[config.mk]
export PLATFORM = sky130hd
export DESIGN_NAME = bch_serial_rx
export DESIGN_NICKNAME = d
export VERILOG_FILES = /design/src/rtl/bch_serial_rx.sv
export SDC_FILE = /design/constraint.sdc
export NUM_CORES = 1
export LEC_CHECK = 0
export ABC_AREA = 1
export CAP_MARGIN = 25
export CORE_AREA = 2 2 89 91
export DETAILED_ROUTE_END_ITERATION = 8
export DIE_AREA = 0 0 91 93
export DONT_BUFFER_PORTS = 1
export PLACE_DENSITY = 0.5
export SYNTH_ARGS = -nofsm -noshare
export SYNTH_HDL_FRONTEND = slang
export SYNTH_SLANG_ARGS = --single-unit
[constraint.sdc]
create_clock -name clk -period 2.05 [get_ports clk]
set_input_delay 0.205 -clock clk [delete_from_list [all_inputs] [get_ports clk]]
set_output_delay 0.205 -clock clk [all_outputs]
set_load 0.1 [all_outputs]
[src/rtl/bch_serial_rx.sv]
// Bit-serial receive front end for BCH(15,7,2): assembles a codeword MSB first,
// computes S1/S3 over GF(16) by Horner's rule and holds the result in a one-entry output register.
module bch_serial_rx #(
   parameter int ERR_CNT_W = 8
) (
   input  logic                 clk,
   input  logic                 rst,
   input  logic                 s_valid,
   input  logic                 s_bit,
   input  logic                 s_sof,
   output logic                 s_ready,
   output logic                 m_valid,
   input  logic                 m_ready,
   output logic [14:0]          m_word,
   output logic [3:0]           m_s1,
   output logic [3:0]           m_s3,
   output logic                 m_err,
   output logic                 frame_abort,
   output logic [ERR_CNT_W-1:0] err_count,
   input  logic                 cnt_clr
);

   typedef enum logic {
      IDLE,
      RECV
   } state_t;

   // GF(16) multiply by alpha, field polynomial x^4+x+1
   function automatic logic [3:0] mul_alpha(input logic [3:0] a);
      return {a[2:0], 1'b0} ^ (a[3] ? 4'd3 : 4'd0);
   endfunction

   state_t      state;
   logic [3:0]  bit_cnt;
   logic [13:0] shift;
   logic [3:0]  acc1;
   logic [3:0]  acc3;

   logic        acc;
   logic        start_frame;
   logic        cont_bit;
   logic        last_bit;
   logic [14:0] word_nxt;
   logic [3:0]  acc1_nxt;
   logic [3:0]  acc3_nxt;
   logic        err_nxt;

   // Only the 15th bit position waits on a full output register.
   assign s_ready = (bit_cnt != 4'd14) || !m_valid || m_ready;

   always_comb begin
      // NOTE: every signal gets a default first so no path can infer a latch.
      acc         = s_valid && s_ready;
      start_frame = acc && s_sof;
      cont_bit    = acc && !s_sof && (state == RECV);
      last_bit    = cont_bit && (bit_cnt == 4'd14);
      word_nxt    = {shift, s_bit};
      acc1_nxt    = mul_alpha(acc1) ^ {3'b000, s_bit};
      acc3_nxt    = mul_alpha(mul_alpha(mul_alpha(acc3))) ^ {3'b000, s_bit};
      err_nxt     = (acc1_nxt != 4'd0) || (acc3_nxt != 4'd0);
   end

   always_ff @(posedge clk) begin
      if (rst) begin
         // NOTE: non-blocking assignments throughout, so every register updates from pre-edge values.
         state       <= IDLE;
         bit_cnt     <= 4'd0;
         shift       <= 14'd0;
         acc1        <= 4'd0;
         acc3        <= 4'd0;
         m_valid     <= 1'b0;
         m_word      <= 15'd0;
         m_s1        <= 4'd0;
         m_s3        <= 4'd0;
         m_err       <= 1'b0;
         frame_abort <= 1'b0;
         err_count   <= '0;
      end else begin
         frame_abort <= start_frame && (state == RECV);

         if (start_frame) begin
            state   <= RECV;
            bit_cnt <= 4'd1;
            shift   <= {13'd0, s_bit};
            acc1    <= {3'b000, s_bit};
            acc3    <= {3'b000, s_bit};
         end else if (last_bit) begin
            state   <= IDLE;
            bit_cnt <= 4'd0;
            shift   <= 14'd0;
            acc1    <= 4'd0;
            acc3    <= 4'd0;
         end else if (cont_bit) begin
            bit_cnt <= bit_cnt + 4'd1;
            shift   <= word_nxt[13:0];
            acc1    <= acc1_nxt;
            acc3    <= acc3_nxt;
         end

         // A new load wins over a simultaneous downstream accept.
         if (last_bit) begin
            m_valid <= 1'b1;
            m_word  <= word_nxt;
            m_s1    <= acc1_nxt;
            m_s3    <= acc3_nxt;
            m_err   <= err_nxt;
         end else if (m_ready) begin
            m_valid <= 1'b0;
         end

         if (cnt_clr) begin
            err_count <= '0;
         end else if (last_bit && err_nxt && (err_count != '1)) begin
            err_count <= err_count + 1'b1;
         end
      end
   end

endmodule

After elaboration in Yosys (flattened, before gate mapping)
Index checks and enable logic that the tools add are counted.

Reduce and logical (&&, ||, !) cells: 20. Bitwise logic cells: 6. Muxes and demuxes: 20. Equal/unequal tests: 3. Add/sub/neg operators: 2.

Operators by type and width (count): $mux 1 (16); $xor 4x2->4 (4); $add 8x1->8 const B (1); $logic_and 1x1->1 (8); $mux 2 (4); $ne 8x8->1 const B (1); $reduce_bool 4->1 (2); $xor 4x1->4 (2); $add 4x1->4 const B (1); $eq 4x4->1 const B (1); $ne 4x4->1 const B (1); $reduce_bool 2->1 (2); $logic_or 1x1->1 (3); $reduce_bool 3->1 (1); $reduce_or 3->1 (1); $logic_not 1->1 (2); $reduce_or 2->1 (1).

Logic and storage cells: 67. Output and inout port bits: 35. Register bits: 61. Input port bits: 7.

Logic depth before layout (Yosys ltp)
Gate-level depths: netlist of the first run.

Word-level depth: 11. Mapped depth: 10. Gate-level depth less buffers: 10.

Worst setup path after synthesis of the first run
No wires, ideal clock.

Path type: register to register. From: register m_valid. To: register acc3[3]. Library setup time: 120 ps. Arrival time: 2457 ps. Path slack: -526 ps. Stages on the path, launching flop included: 7. Period minus slack after synthesis: 2576 ps. Buffers on the path: 1. Data required time: 1930 ps. Path through: dfxtp_1 > nand3_2 > nand3_2 > inv_2 > buf_4 > nand2_1 > a21oi_1.

Longest elaborated chain between the ends: 8. Elaborated cells between the ends (all ways): 9. Classes of those cells: reduce/logical (9).

RTL lines: from (decl) (line 12) `output logic m_valid,`; from (signal assigned) (line 71) `m_valid <= 1'b0;`; from (signal assigned) (line 102) `m_valid <= 1'b1;`; from (signal assigned) (line 108) `m_valid <= 1'b0;`; $logic_not 1->1 * (line 49) `assign s_ready = (bit_cnt != 4'd14) || !m_valid || m_ready;`; $logic_or 1x1->1 * (2 in series) (line 49); named net s_ready (line 11) `output logic s_ready,`; $logic_and 1x1->1 * (line 53) `acc = s_valid && s_ready;`; $logic_and 1x1->1 (2 in series) (line 55) `cont_bit = acc && !s_sof && (state == RECV);`; $logic_and 1x1->1 (line 56) `last_bit = cont_bit && (bit_cnt == 4'd14);`; $reduce_or 3->1 (no line); to (signal assigned) (line 86) `acc3 <= {3'b000, s_bit};`; to (signal assigned) (line 97) `acc3 <= acc3_nxt;`; to (decl) (line 37) `logic [3:0] acc3;`.

The timed path passes the listed nets; every way through them passes the cells marked *. A chain may end at the register's enable or synchronous reset.

Final worst setup path of the first run
From: register bit_cnt[0]. To: output port s_ready.

Longest elaborated chain between the ends: 3.

RTL lines: from (decl) (line 34) `logic [3:0] bit_cnt;`; from (signal assigned) (line 94) `bit_cnt <= bit_cnt + 4'd1;`; $ne 4x4->1 (line 49); $logic_or 1x1->1 (2 in series) (line 49); to (decl) (line 11).

No other way between the ends.

==> out/qor.txt, run 1 <==
====================================================================================================
Outcome ............................................................................... complete, no violations
Total grt overflow ....................................................................            0
Instance count of the mapped netlist ..................................................          342
Reg-to-reg startpoint .................................................................   bit_cnt[0]
Final #Nets ...........................................................................          390
Highest achievable clock rate .........................................................    582.9 MHz
Clock skew ............................................................................  0.005772 ns
Post-CTS Repair Setup Buffers .........................................................            0
Overall Global Routing Usage ..........................................................       14.94%
Synth-to-layout area growth ...........................................................       20.86%
Die H .................................................................................        93 um
Port-buffer cells .....................................................................            0
Boundary Pins .........................................................................           42
Type of destination of the critical path ..............................................   output pin
Total CTS buffers .....................................................................            9
Maximum number of pins on one net before global-route repair ..........................           38
Detailed Route Iter0 Violations .......................................................           65
Initial Util ..........................................................................       33.94%
WHS Path Cells ........................................................................            2
Final period demand of the worst path .................................................     1.716 ns
Post-synth EDFFs ......................................................................            0
Placed wire-length estimate after detailed placement ..................................      3980 um
Worst hold path type ..................................................................    in -> reg
Kind of launch point of the worst setup path ..........................................    flip-flop
Clock latency of the later-clocked register in the worst-skew pair ....................      0.34 ns
Maximum fanout encountered on the critical timing path ................................            5
Area occupied by multi-input gates ....................................................    1170 um^2
Layout filler cell count ..............................................................          825
Wire length of the first global-routing pass ..........................................     10210 um
Kind of critical path .................................................................   reg -> out
Worst Reg-to-Reg Cells ................................................................            9
Worst setup startpoint ................................................................   bit_cnt[0]
Number of gates resized after CTS .....................................................            0
Core Box Area .........................................................................    7527 um^2
TritonCTS clock tree ..................................................................        built
Post-Synthesis Cell Area ..............................................................    2555 um^2
Total of flip-flops plus latches after synthesis ......................................           61
Maximum buffer depth of the clock tree ................................................            2
Primary flip-flop cell chosen by synthesis mapping .................................... sky130_fd_sc_hd__dfxtp_1
Worst Path Required ...................................................................      1.85 ns
Most frequent cell after synthesis .................................................... sky130_fd_sc_hd__nand2_1
Cell area after layout ................................................................    3088 um^2
Most area-hungry cell type in the Yosys netlist ....................................... sky130_fd_sc_hd__dfxtp_1
Ratio of cells with drive above 1 in the final layout .................................       17.14%
Number of nets produced by synthesis ..................................................          352
Number of vias per cell ...............................................................        4.608
Antenna violations before repair ......................................................            0
Max H-tree Level ......................................................................            3
Post-synthesis cell type count ........................................................           28
Period utilisation layout .............................................................       83.69%
Slew Limit Fails ......................................................................            0
Startpoint of the worst hold path .....................................................        s_bit
Number of remaining DRC errors ........................................................            0
Width of the die ......................................................................        91 um
Share of flip-flops with an asynchronous set or reset .................................           0%
Normalized max-slew margin ............................................................       59.49%
Worst Setup Slack, final ..............................................................    0.3343 ns
Number of standard-cell rows in the floorplan .........................................           32
Register area share after synthesis ...................................................       47.80%
Root Buffer Master .................................................................... sky130_fd_sc_hd__clkbuf_8
Number of global-route vias before repair .............................................         2168
Pre-Repair DR Iteration Count .........................................................            4
Routability congestion estimate from global placement .................................       0.7969
Hold Crit Endpoint ....................................................................    m_word[0]
Cell area after placement .............................................................    2910 um^2
Antenna cells .........................................................................            0
Number of clock sinks .................................................................           61
Worst vdd rail ir drop ................................................................  0.0002528 V
Yosys Warn Count ......................................................................            0
Max-capacitance violation count .......................................................            0
Final hold slack ......................................................................   0.01080 ns
Mean cell area of the mapped netlist ..................................................   7.471 um^2
Number of nets still failing antenna checks after routing .............................            0
Terminus of the critical flop-to-flop path ............................................     shift[3]
Critical path arrival .................................................................      1.51 ns
Total leakage power ...................................................................     1.174 nW
Final Hold Fails ......................................................................            0
Synth top area share ..................................................................       47.80%
Full die area .........................................................................    8463 um^2
Leading cell types by total area after synthesis ...................................... sky130_fd_sc_hd__dfxtp_1 (48%), sky130_fd_sc_hd__nand2_1 (18%), sky130_fd_sc_hd__a21oi_1 (11%)
Drt wl/cell ...........................................................................     12.21 um
Fin Setup TNS .........................................................................         0 ns
Pre-CTS setup slack ...................................................................    0.3519 ns
Routed WL .............................................................................      5944 um
Final setup fails .....................................................................            0
Pwr Density ........................................................................... 703.2 nW/um^2
Unrepaired setup endpoints after global routing .......................................           no
Register-to-register path setup slack .................................................      0.34 ns
Commonest cells post-synth ............................................................ sky130_fd_sc_hd__nand2_1 (125), sky130_fd_sc_hd__dfxtp_1 (61), sky130_fd_sc_hd__a21oi_1 (56), sky130_fd_sc_hd__inv_1 (22), sky130_fd_sc_hd__nor2_1 (14)
Clock-pin slew reported for the worst setup and hold paths after clock tree synthesis .      0.07 ns
Via count .............................................................................         2244
Register Area .........................................................................    1225 um^2
Slew @ Worst Pin ......................................................................    0.6056 ns
====================================================================================================
worst max path at each step:
stage                               to  slack (ns)  cells past startpoint
final                          s_ready        0.33                      6
after global routing          shift[3]        0.15                      9
after CTS                      s_ready        0.32                      6
after detailed placement       acc1[0]        0.35                     10
after global placement         acc1[0]        0.38                     10
after floorplan           err_count[2]        0.02                      6
report_power, final:
group / internal (mW) / switching (mW) / leakage, nW / total (mW)
Combinational: 0.0245 / 0.0641 / 0.601 / 0.0887
Clock: 0.437 / 0.445 / 0.0784 / 0.882
Sequential: 1.19 / 0.00713 / 0.494 / 1.20
Total: 1.66 / 0.516 / 1.17 / 2.17
cell type report:
| cell class | instances | area share [%] |
|---|---|---|
| inverter | 24 | 3.079 |
| multi-input combinational | 243 | 37.88 |
| clock inverter | 2 | 0.3241 |
| tap | 102 | 4.133 |
| sequential | 61 | 39.67 |
| timing repair buffer | 41 | 10.29 |
| clock buffer | 14 | 4.619 |
layer usage:
| metal | up-vias | track usage [%] | part of all wire, % |
|---|---|---|---|
| li1 | 1182 | - | - |
| met1 | 1023 | 18.53 | 48 |
| met2 | 37 | 24.32 | 47 |
| met3 | 2 | 4.512 | 4.6 |
| met4 | 0 | 6.061 | 0.35 |
| met5 | - | 0 | 0 |
metrics by stage:
step / cells / utilization, % / total power, mW
after floorplan: 342 / - / 1.291
after global routing: 487 / 41.02 / 2.263
after global placement: 469 / 38.66 / 1.302
after detailed placement: 469 / 38.66 / 1.302
final: 487 / 41.02 / 2.171
after CTS: 486 / 40.82 / 2.193
kinds of logic (layout without fill, tap and decap cells):
family,Yosys count,count (layout),share of synthesized area (%)
AO/OA/AOI/OAI,65,65,12.78
XOR/XNOR,4,4,1.371
adder cells (fa/ha/maj),3,3,1.469
buffers and inverters,38,81,6.709
flip-flops,61,61,47.80
AND/OR/NAND/NOR,171,171,29.87
critical path: stages (launching register included):
cell and delay (ns):
sky130_fd_sc_hd__dfxtp_1 0.40, sky130_fd_sc_hd__inv_1 0.06, sky130_fd_sc_hd__ha_1 0.19, sky130_fd_sc_hd__nand2_1 0.10, sky130_fd_sc_hd__nor2_4 0.06, sky130_fd_sc_hd__nand3_4 0.07
sky130_fd_sc_hd__buf_4 0.29
flip-flops by register name, indices dropped and copies added, names as in the netlist, 4 cells and up:
| register | flops |
|---|---|
| err_count | 8 |
| m_word | 15 |
| shift | 14 |
| acc3 | 4 |
| acc1 | 4 |
| bit_cnt | 4 |
| m_s1 | 4 |
| m_s3 | 4 |
repair_timing:
action / CTS / global route
setup endpoints to repair: 0 / 0
hold buffers: 1 / 0
endpoints found under the hold margin: 26 / 0
placed cells by master, fill, tap and decap left out, types with 3 or more instances in the layout:
| cell | Yosys | routed |
|---|---|---|
| sky130_fd_sc_hd__clkbuf_8 | 0 | 9 |
| sky130_fd_sc_hd__nand4_1 | 11 | 11 |
| sky130_fd_sc_hd__dfxtp_1 | 61 | 58 |
| sky130_fd_sc_hd__nand2_1 | 125 | 125 |
| sky130_fd_sc_hd__clkbuf_1 | 5 | 5 |
| sky130_fd_sc_hd__buf_4 | 5 | 39 |
| sky130_fd_sc_hd__nand3_1 | 6 | 6 |
| sky130_fd_sc_hd__ha_1 | 3 | 3 |
| sky130_fd_sc_hd__a21oi_1 | 56 | 56 |
| sky130_fd_sc_hd__nor2_1 | 14 | 14 |
| sky130_fd_sc_hd__o21ai_0 | 8 | 8 |
| sky130_fd_sc_hd__nand3_2 | 4 | 3 |
| sky130_fd_sc_hd__inv_1 | 22 | 22 |
| sky130_fd_sc_hd__dfxtp_2 | 0 | 3 |
Note: power is estimated with default switching activity, not from simulation.
==> inputs of run 2 (changes only) <==
- PLACE_DENSITY: 0.5 -> 0.52
- clock period: 2.05 -> 1.5 ns (I/O delays scaled with it)
==> run 2 against run 1 <==
The flow now finishes with violations (negative setup slack). Global-route usage increased by 0.22 points. Die area stayed put. Clock-buffer cell count shrank 3. Critical path type unchanged. Largest power group unchanged.
==> out/qor.txt, run 2 (synthesis gave the netlist of run 1 again) <==
====================================================================================================
Number of global-route vias before repair .............................................         2185   +0.78%
Detailed Route Iter0 Violations .......................................................           97   +49%
Violations in the final reports ....................................................... negative setup slack
Top flop regs ......................................................................... m_word (15), shift (14), err_count (8)
Root Buffer Master .................................................................... sky130_fd_sc_hd__clkbuf_8
Worst hold path type ..................................................................    in -> reg
Total grt overflow ....................................................................            0   unchanged
Layout filler cell count ..............................................................          796   -3.5%
Final #Nets ...........................................................................          409   +4.9%
Maximum buffer depth of the clock tree ................................................            2   unchanged
Port-buffer cells .....................................................................            0   unchanged
Max-capacitance violation count .......................................................            0   unchanged
Highest achievable clock rate .........................................................    662.7 MHz
Maximum number of pins on one net before global-route repair ..........................           28   -26%
Final period demand of the worst path .................................................     1.509 ns
Leading cell type in the layout, fill and taps excluded ............................... sky130_fd_sc_hd__nand2_1
Slew Limit Fails ......................................................................            0   unchanged
TritonCTS clock tree ..................................................................        built
Ratio of cells with drive above 1 in the final layout .................................       31.44%   +14 points
Overall Global Routing Usage ..........................................................       15.16%   +0.22 points
Pre-CTS setup slack ...................................................................   0.03452 ns   -0.3174 ns
Max H-tree Level ......................................................................            3   unchanged
Number of remaining DRC errors ........................................................            0   unchanged
Number of clock sinks .................................................................           61   unchanged
Register name with the most flops .....................................................       m_word
Boundary Pins .........................................................................           42   unchanged
Critical path arrival .................................................................      1.36 ns   -0.15 ns
Number of flip-flops in the largest register ..........................................           15   unchanged
Clock skew ............................................................................  0.009673 ns   +0.003901 ns
Number of vias per cell ...............................................................        4.696   +1.9%
Outcome ............................................................................... finished, violations left
Final setup fails .....................................................................            1   +1
Maximum fanout encountered on the critical timing path ................................            3   -2
Number of standard-cell rows in the floorplan .........................................           32   unchanged
Final hold slack ......................................................................   0.01107 ns   +0.0002686 ns
Synth-to-layout area growth ...........................................................       38.59%
Total leakage power ...................................................................     1.340 nW   +14%
Full die area .........................................................................    8463 um^2   unchanged
Placed wire-length estimate after detailed placement ..................................      4003 um   +0.57%
Worst Path Required ...................................................................      1.35 ns   -0.50 ns
Clock-pin slew reported for the worst setup and hold paths after clock tree synthesis .      0.07 ns   about the same
Total CTS buffers .....................................................................            9   unchanged
Normalized max-slew margin ............................................................       79.17%   +20 points
Pre-Repair DR Iteration Count .........................................................            4   unchanged
Routability congestion estimate from global placement .................................       0.8279   +3.9%
Die H .................................................................................        93 um   unchanged
Wire length of the first global-routing pass ..........................................     10240 um   +0.33%
Slew @ Worst Pin ......................................................................    0.3124 ns   -0.2932 ns
Width of the die ......................................................................        91 um   unchanged
Clock latency of the later-clocked register in the worst-skew pair ....................      0.34 ns   about the same
Via count .............................................................................         2376   +5.9%
Unrepaired setup endpoints after global routing .......................................          yes
Initial Util ..........................................................................       33.94%   unchanged
Routed WL .............................................................................      6391 um   +7.5%
Antenna cells .........................................................................            0   unchanged
Post-layout power .....................................................................     3.206 mW   +48%
Period utilisation layout .............................................................       100.6%
Final Hold Fails ......................................................................            0   unchanged
Kind of launch point of the worst setup path ..........................................    flip-flop
Drt wl/cell ...........................................................................     12.63 um   +3.5%
Worst vdd rail ir drop ................................................................  0.0004215 V   +67%
Worst Setup Slack, final .............................................................. -0.009062 ns   -0.3434 ns
Kind of critical path .................................................................   reg -> out
Number of nets still failing antenna checks after routing .............................            0   unchanged
Antenna violations before repair ......................................................            0   unchanged
Type of destination of the critical path ..............................................   output pin
Core Box Area .........................................................................    7527 um^2   unchanged
Most frequent cells in the layout ..................................................... sky130_fd_sc_hd__nand2_1 (123), sky130_fd_sc_hd__dfxtp_1 (50), sky130_fd_sc_hd__buf_4 (46)
Pwr Density ........................................................................... 905.5 nW/um^2   +29%
====================================================================================================
-- run 2: cell types whose count changed in the layout (fill, tap and decap cells not counted), sizes merged --
cell,change
buf,+16
clkbuf,-3
clkinvlp,+2
inv,+3
nand2,+1
-- run 2: final timing paths --
path,depth (start not counted),from,slack [ns],endpoint
hold / removal,3,cnt_clr,0.01,err_count[6]
setup reg to reg,9,bit_cnt[0],0.01,acc3[1]
setup / recovery,6,bit_cnt[0],-0.009,s_ready
hold reg to reg,2,shift[10],0.47,shift[11]
-- run 2: per-stage QoR --
stage	instances	area, um^2	TNS, ns	utilization [%]
after floorplan	342	2673	-4.904	-
after global placement	476	3092	0	41.07
after detailed placement	476	3092	0	41.07
after CTS	494	3328	-0.01557	44.22
after global routing	506	3541	-1.570	47.04
final	506	3541	-0.009062	47.04
-- run 2: where the power goes --
part / internal [mW] / total (mW) / leakage [nW] / switching (mW)
registers: 1.62 / 1.63 / 0.500 / 0.00765
clock network: 0.739 / 1.40 / 0.0968 / 0.661
logic: 0.0685 / 0.180 / 0.743 / 0.112
-- run 2: layer usage --
layer | part of all wire, % | GRT usage, %
met2 | 46 | 24.14
met4 | 1.8 | 5.682
met3 | 3.9 | 4.029
met1 | 48 | 19.80
met5 | 0 | 0
-- run 2: area by class of cell --
class	count	area [um^2]	area share, %
Multi-Input combinational cell	244	1324	37.39
Sequential cell	61	1252	35.37
Timing Repair Buffer	57	520.5	14.70
Clock buffer	11	162.7	4.594
Tap cell	102	127.6	3.604
Inverter	24	105.1	2.968
Clock inverter	5	31.28	0.8834
Timing Repair inverter	2	17.52	0.4947
-- run 2: repair_timing --
item / 4_1_cts / 5_1_grt
hold endpoints to repair: 28 / 0
cloned: 0 / 3
buffers inserted: 0 / 9
hold buffers: 2 / 0
gates resized for setup: 3 / 31
setup endpoints to repair: 1 / 50
pin swaps: 2 / 8
-- run 2: critical path: stages (launching register included) --
cell,delay [ns]
sky130_fd_sc_hd__dfxtp_2,0.32
sky130_fd_sc_hd__inv_2,0.05
sky130_fd_sc_hd__ha_4,0.13
sky130_fd_sc_hd__nand2_4,0.05
sky130_fd_sc_hd__nor2_4,0.14
sky130_fd_sc_hd__nand3_4,0.14
sky130_fd_sc_hd__buf_12,0.19
==> edit 1, RTL diff (flow settings as in run 1) <==
`ERR_CNT_W`: 8 -> 10.
--- a/src/rtl/bch_serial_rx.sv
+++ b/src/rtl/bch_serial_rx.sv
@@ -2,5 +2,5 @@
 // computes S1/S3 over GF(16) by Horner's rule and holds the result in a one-entry output register.
 module bch_serial_rx #(
-   parameter int ERR_CNT_W = 8
+   parameter int ERR_CNT_W = 10
 ) (
    input  logic                 clk,
Ports: changed (resized err_count); port bits go from 42 to 44. No check against the original RTL was run, so the function may have changed too.
==> edit 1 against run 1 <==
  * Wire length increased by 4.3%
  * Setup slack improved by 0.0054 ns
  * Register-to-register slack about the same
  * Synthesized area increased by 6.0%
  * Power increased by 13%
  * Largest power group unchanged
  * Count of clock-buffer cells in the layout decreased by 1
  * Sequential cell count increased by 2
  * Global-route usage increased by 0.63 points
  * Synthesized cell count increased by 7.3%
  * Largest cell class unchanged
  * Sequential share of layout area decreased by 1.2 points
  * Non-clock buffer count increased by 4
  * Final area increased by 6.8%
==> edit 1: results (changes against run 1) <==
| Metric | Value |
|---|---|
| GRT Util Overall | 0.156 (+0.00627) |
| Largest registers | m_word x15, shift x14, err_count x10 |
| P_sw | 0.000540 W (+4.6%) |
| Status | complete, no violations |
| Layout Nets | 417 (+6.9%) |
| Gpl congestion | 0.788 (-1.1%) |
| Worst-Margin Slew | 0.475 ns (-0.130 ns) |
| Post-DP HPWL | 4290 um (+7.8%) |
| Slowest library cell on the worst path | dfxtp_1 |
| Clock Skews | 0.0144 ns (+0.00862 ns) |
| Top cells by count, synth | 138 x nand2_1, 63 x dfxtp_1, 59 x a21oi_1 |
| Synth top area cells | dfxtp_1 47%, nand2_1 19%, a21oi_1 11% |
| WL/cell | 12.1 um (-1.2%) |
| Worst VDD drop | 0.000413 V (+64%) |
| Number of global-route vias before repair | 2343 (+8.1%) |
| Worst R2R Setup Slack | 0.34 ns (about the same) |
| CTS max path bufs | 2 (unchanged) |
| Drt initial violations | 59 (-9.2%) |
| Via Count | 2430 (+8.3%) |
| Fillers | 808 (-2.1%) |
| Layout cells sized above 1 | 0.192 (+0.0203) |
| Largest net degree at the start of global routing | 27 (-29%) |
| Syn_nets | 377 (+7.1%) |
| Global-route wire length before repair | 10700 um (+4.6%) |
| Hold_ws | 0.0111 ns (+0.000254 ns) |
| Seq/Total Area, Yosys | 0.466 (-0.0124) |
| Ys Warns | 0 (unchanged) |
| FFs w/ async S/R, synth | 0 (unchanged) |
| Clk slew on worst S/H paths | roughly 0.08 ns |
| Critical path arrival | 1.51 ns (about the same) |
| Static Leakage | 1.26 nW (+7.7%) |
| Worst hold path cell count | 3 (+1) |
==> edit 1: cell types whose count changed after synthesis, moves of 2 or more <==
cell / change
a21oi_1: +3
buf_4: -2
dfxtp_1: +2
inv_1: -2
nand2_1: +13
nor2_1: +2
xnor2_1: -2
xor2_1: +2
==> edit 1: area by class of cell <==
class	count	area share
multi-input combinational	264	0.379
sequential	63	0.385
clock inverter	3	0.0121
clock buffer	13	0.0512
timing repair buffer	45	0.105
tap	102	0.0387
inverter	24	0.0281
==> edit 1: layer usage <==
metal  part of all wire  wire [um]  up-vias  track usage
met3              0.045        278        6       0.0346
met2               0.47       2890       43        0.261
met5                  0          0        -            0
met1               0.48       2960     1117        0.191
li1                   -          -     1264            -
met4              0.010         65        0       0.0720
==> edit 1: path summary, 6_finish.rpt <==
check	from	to
worst min-delay path	rst	err_count[0]$_SDFFE_PP0P_
worst min register to register	m_word[9]$_SDFFE_PP0P_	m_word[9]$_SDFFE_PP0P_
worst max register to register	bit_cnt[0]$_SDFFE_PP0P_	err_count[6]$_SDFFE_PP0P_
worst max-delay path	bit_cnt[0]$_SDFFE_PP0P_	s_ready
==> edit 1: kinds of logic after synthesis <==
kind of cell,synth area share
flops,0.466
simple gates,0.304
compound gates,0.128
fa+ha+maj,0.0139
buf+inv,0.0753
xor+xnor,0.0129
==> edit 1: worst register-to-register path, stage by stage (launching register included) <==
cell     delay [ns]
dfxtp_1        0.35
inv_1          0.07
ha_1           0.13
nand2_1        0.08
nor2_4         0.14
nand4_4        0.13
inv_4          0.23
buf_4          0.25
nand4_1        0.11
a21oi_1        0.14
==> edit 1: what timing repair did <==
item / in CTS / in global routing
hold buffers: 1 / 0
setup buffers: 0 / 0
setup endpoints to repair: 0 / 0
gates resized for setup: 0 / 0
hold endpoints to repair: 26 / 0
==> edit 1: metrics by stage <==
| step | setup slack [ns] | power [W] | cells | area [um2] |
|---|---|---|---|---|
| 6_report | 0.340 | 0.00245 | 514 | 3300 |
| 5_1_grt | 0.166 | 0.00253 | 514 | 3300 |
| 4_1_cts | 0.325 | 0.00248 | 513 | 3280 |
| 3_5_place_dp | 0.350 | 0.00134 | 496 | 3060 |
| 3_3_place_gp | 0.387 | 0.00134 | 496 | 3060 |
| 2_1_floorplan | 0.0113 | 0.00133 | 367 | 2730 |
==> edit 1: power by group through the flow <==
stage / Sequential (W) / Combinational (W) / Clock [W]
final: 0.00124 / 0.0000876 / 0.00113
after global routing: 0.00124 / 0.0000999 / 0.00119
after CTS: 0.00124 / 0.0000854 / 0.00115
after detailed placement: 0.00127 / 0.0000744 / 0
after global placement: 0.00127 / 0.0000749 / 0
after floorplan: 0.00127 / 0.0000640 / 0
==> edit 2, RTL diff (config.mk and constraints of run 1) <==
Without the edit above. Put one more register stage on the output `err_count`, with the module's reset. The value now appears one clock later. The other outputs are not delayed to match.
--- a/src/rtl/bch_serial_rx.sv
+++ b/src/rtl/bch_serial_rx.sv
@@ -25,4 +25,6 @@
       RECV
    } state_t;
+
+   logic [ERR_CNT_W-1:0] err_count_s0;
 
    // GF(16) multiply by alpha, field polynomial x^4+x+1
@@ -75,5 +77,5 @@
          m_err       <= 1'b0;
          frame_abort <= 1'b0;
-         err_count   <= '0;
+         err_count_s0 <= '0;
       end else begin
          frame_abort <= start_frame && (state == RECV);
@@ -110,8 +112,16 @@
 
          if (cnt_clr) begin
-            err_count <= '0;
-         end else if (last_bit && err_nxt && (err_count != '1)) begin
-            err_count <= err_count + 1'b1;
+            err_count_s0 <= '0;
+         end else if (last_bit && err_nxt && (err_count_s0 != '1)) begin
+            err_count_s0 <= err_count_s0 + 1'b1;
          end
+      end
+   end
+
+   always_ff @(posedge clk) begin
+      if (rst) begin
+         err_count <= '0;
+      end else begin
+         err_count <= err_count_s0;
       end
    end
Formal check against the unedited RTL: no difference found for any inputs over 10 cycles, from zero or initial values and one cycle with rst high; that may be too few to reach the edited logic, so the function may still have changed.
==> edit 2 against run 1 <==
  * Register-to-register slack lost 0.06 ns
  * Synthesized area grew 12%
  * Final cell count grew 5.3%
  * Final area grew 12%
  * Sequential cell count grew 8
  * Wire length grew 0.56%
  * Setup slack lost 0.057 ns
  * Via count grew 6.9%
  * First-iteration DRC count grew 35%
  * Clock power grew 59%
  * Count of clock-buffer cells in the layout shrank 3
  * Power grew 31%
==> edit 2: results (changes against run 1) <==
| Metric | Value |
|---|---|
| Status | complete, no violations |
| Clock-cell share of area | 0.0749 (+0.0254) |
| GRT met2 Usage | 0.251 (+0.00741) |
| Period utilization | 0.865 (+0.0277) |
| Met1 Use GR | 0.196 (+0.0104) |
| Largest net degree at the start of global routing | 36 (-5.3%) |
| DR WL met3 | 179 um (-34%) |
| FF-to-FF End | acc1[0]$_SDFFE_PP0P_ |
| Fillers | 785 (-4.8%) |
| P_comb | 0.0000866 W (-2.4%) |
| Global-route wire length before repair | 10500 um (+3.2%) |
| GRT Util Overall | 0.154 (+0.00435) |
| Insertion delay to the later sink of the worst-skew pair | 0.34 ns (about the same) |
| Hold path endpoint | m_word[0]$_SDFFE_PP0P_ |
| Top cells by count, synth | 136 x nand2_1, 69 x dfxtp_1, 43 x a21oi_1 |
| Wl on met1 | 3000 um (+6.0%) |
| Slew headroom | 0.759 (+0.164) |
| Worst VDD drop | 0.000400 V (+58%) |
| Post-DP HPWL | 3890 um (-2.3%) |
| Layout cells sized above 1 | 0.195 (+0.0232) |
| Class of the most critical setup path | flip-flop to flip-flop |
| Worst R2R Setup Slack | 0.28 ns (-0.06 ns) |
| Clock sink count | 69 (+13%) |
| Via Count | 2398 (+6.9%) |
| Initial antenna violation count | 0 (unchanged) |
| Non-clock buffering overhead | 0.0865 (-0.0164) |
| Total power per unit cell area | 824 nW/um2 (+17%) |
| Nonclk buf count | 38 (-7.3%) |
| Hold_ws | 0.0197 ns (+0.00890 ns) |
| Met2 wire length | 2720 um (-3.5%) |
| Number of global-route vias before repair | 2287 (+5.5%) |
| Synth top area cells | dfxtp_1 48%, nand2_1 18%, a21oi_1 7.5% |
| Gpl congestion | 0.814 (+2.1%) |
| WL/cell | 11.7 um (-4.5%) |
| Largest registers | m_word x15, shift x14 |
| Mapped Cells | 373 (+9.1%) |
| Multi-In Gates | 258 (+6.2%) |
| Placement Cell Area | 3170 um2 (+8.8%) |
| CP max FO | 24 (+19) |
| DP Worst Slack | 0.297 ns (-0.0545 ns) |
| Non-clock inverter count in the final layout | 30 (+25%) |
| Drt initial violations | 88 (+35%) |
| Met3 Usage GRT | 0.0322 (-0.0129) |
| Seq/Total Area, Yosys | 0.484 (+0.00561) |
| Final instance area | 3440 um2 (+12%) |
| Synth cell types | 29 (+3.6%) |
| Syn_nets | 383 (+8.8%) |
| Multi-input combinational area share | 0.366 (-0.0129) |
| Static Leakage | 1.36 nW (+16%) |
| Sw frac | 0.209 (-0.0292) |
| P_clk | 0.00140 W (+59%) |
| FF/Latch Area | 1380 um2 (+13%) |
| Critical Path End | acc1[0]$_SDFFE_PP0P_ |
| Worst R2R Path Depth | 11 (+2) |
| Routed Wire Length | 5980 um (+0.56%) |
| CTS max path bufs | 2 (unchanged) |
| Clock Skews | 0.00898 ns (+0.00321 ns) |
| Area grow syn2layout | 20.5% |
| # clk buffers | 11 (-3) |
| Placed Cells | 496 (+5.8%) |
[edit 2: cell types whose count changed in the layout (fill, tap and decap cells not counted), sizes merged, moves of 3 or more]
cell / delta
inv: +6
bufinv: +3
nand4: -4
dfxtp: +8
nand2: +11
nor2: +12
a21oi: -3
clkbuf: -3
[edit 2: critical path: stages, from the launching register on]
cell and delay (ns):
dfxtp_1 0.34, inv_1 0.08, ha_1 0.15, nand2_1 0.09, nor2_4 0.16, nand3_4 0.10
nand3_2 0.16, buf_4 0.29, nand2_1 0.10, o21ai_1 0.12, nand2_1 0.06, nand2_1 0.05
[edit 2: cells by family after synthesis]
family          Yosys count  share of synthesized area
buf+inv                  46                     0.0780
simple gates            190                      0.293
flops                    69                      0.484
fa+ha+maj                 3                     0.0131
xor+xnor                  4                     0.0123
compound gates           61                      0.120
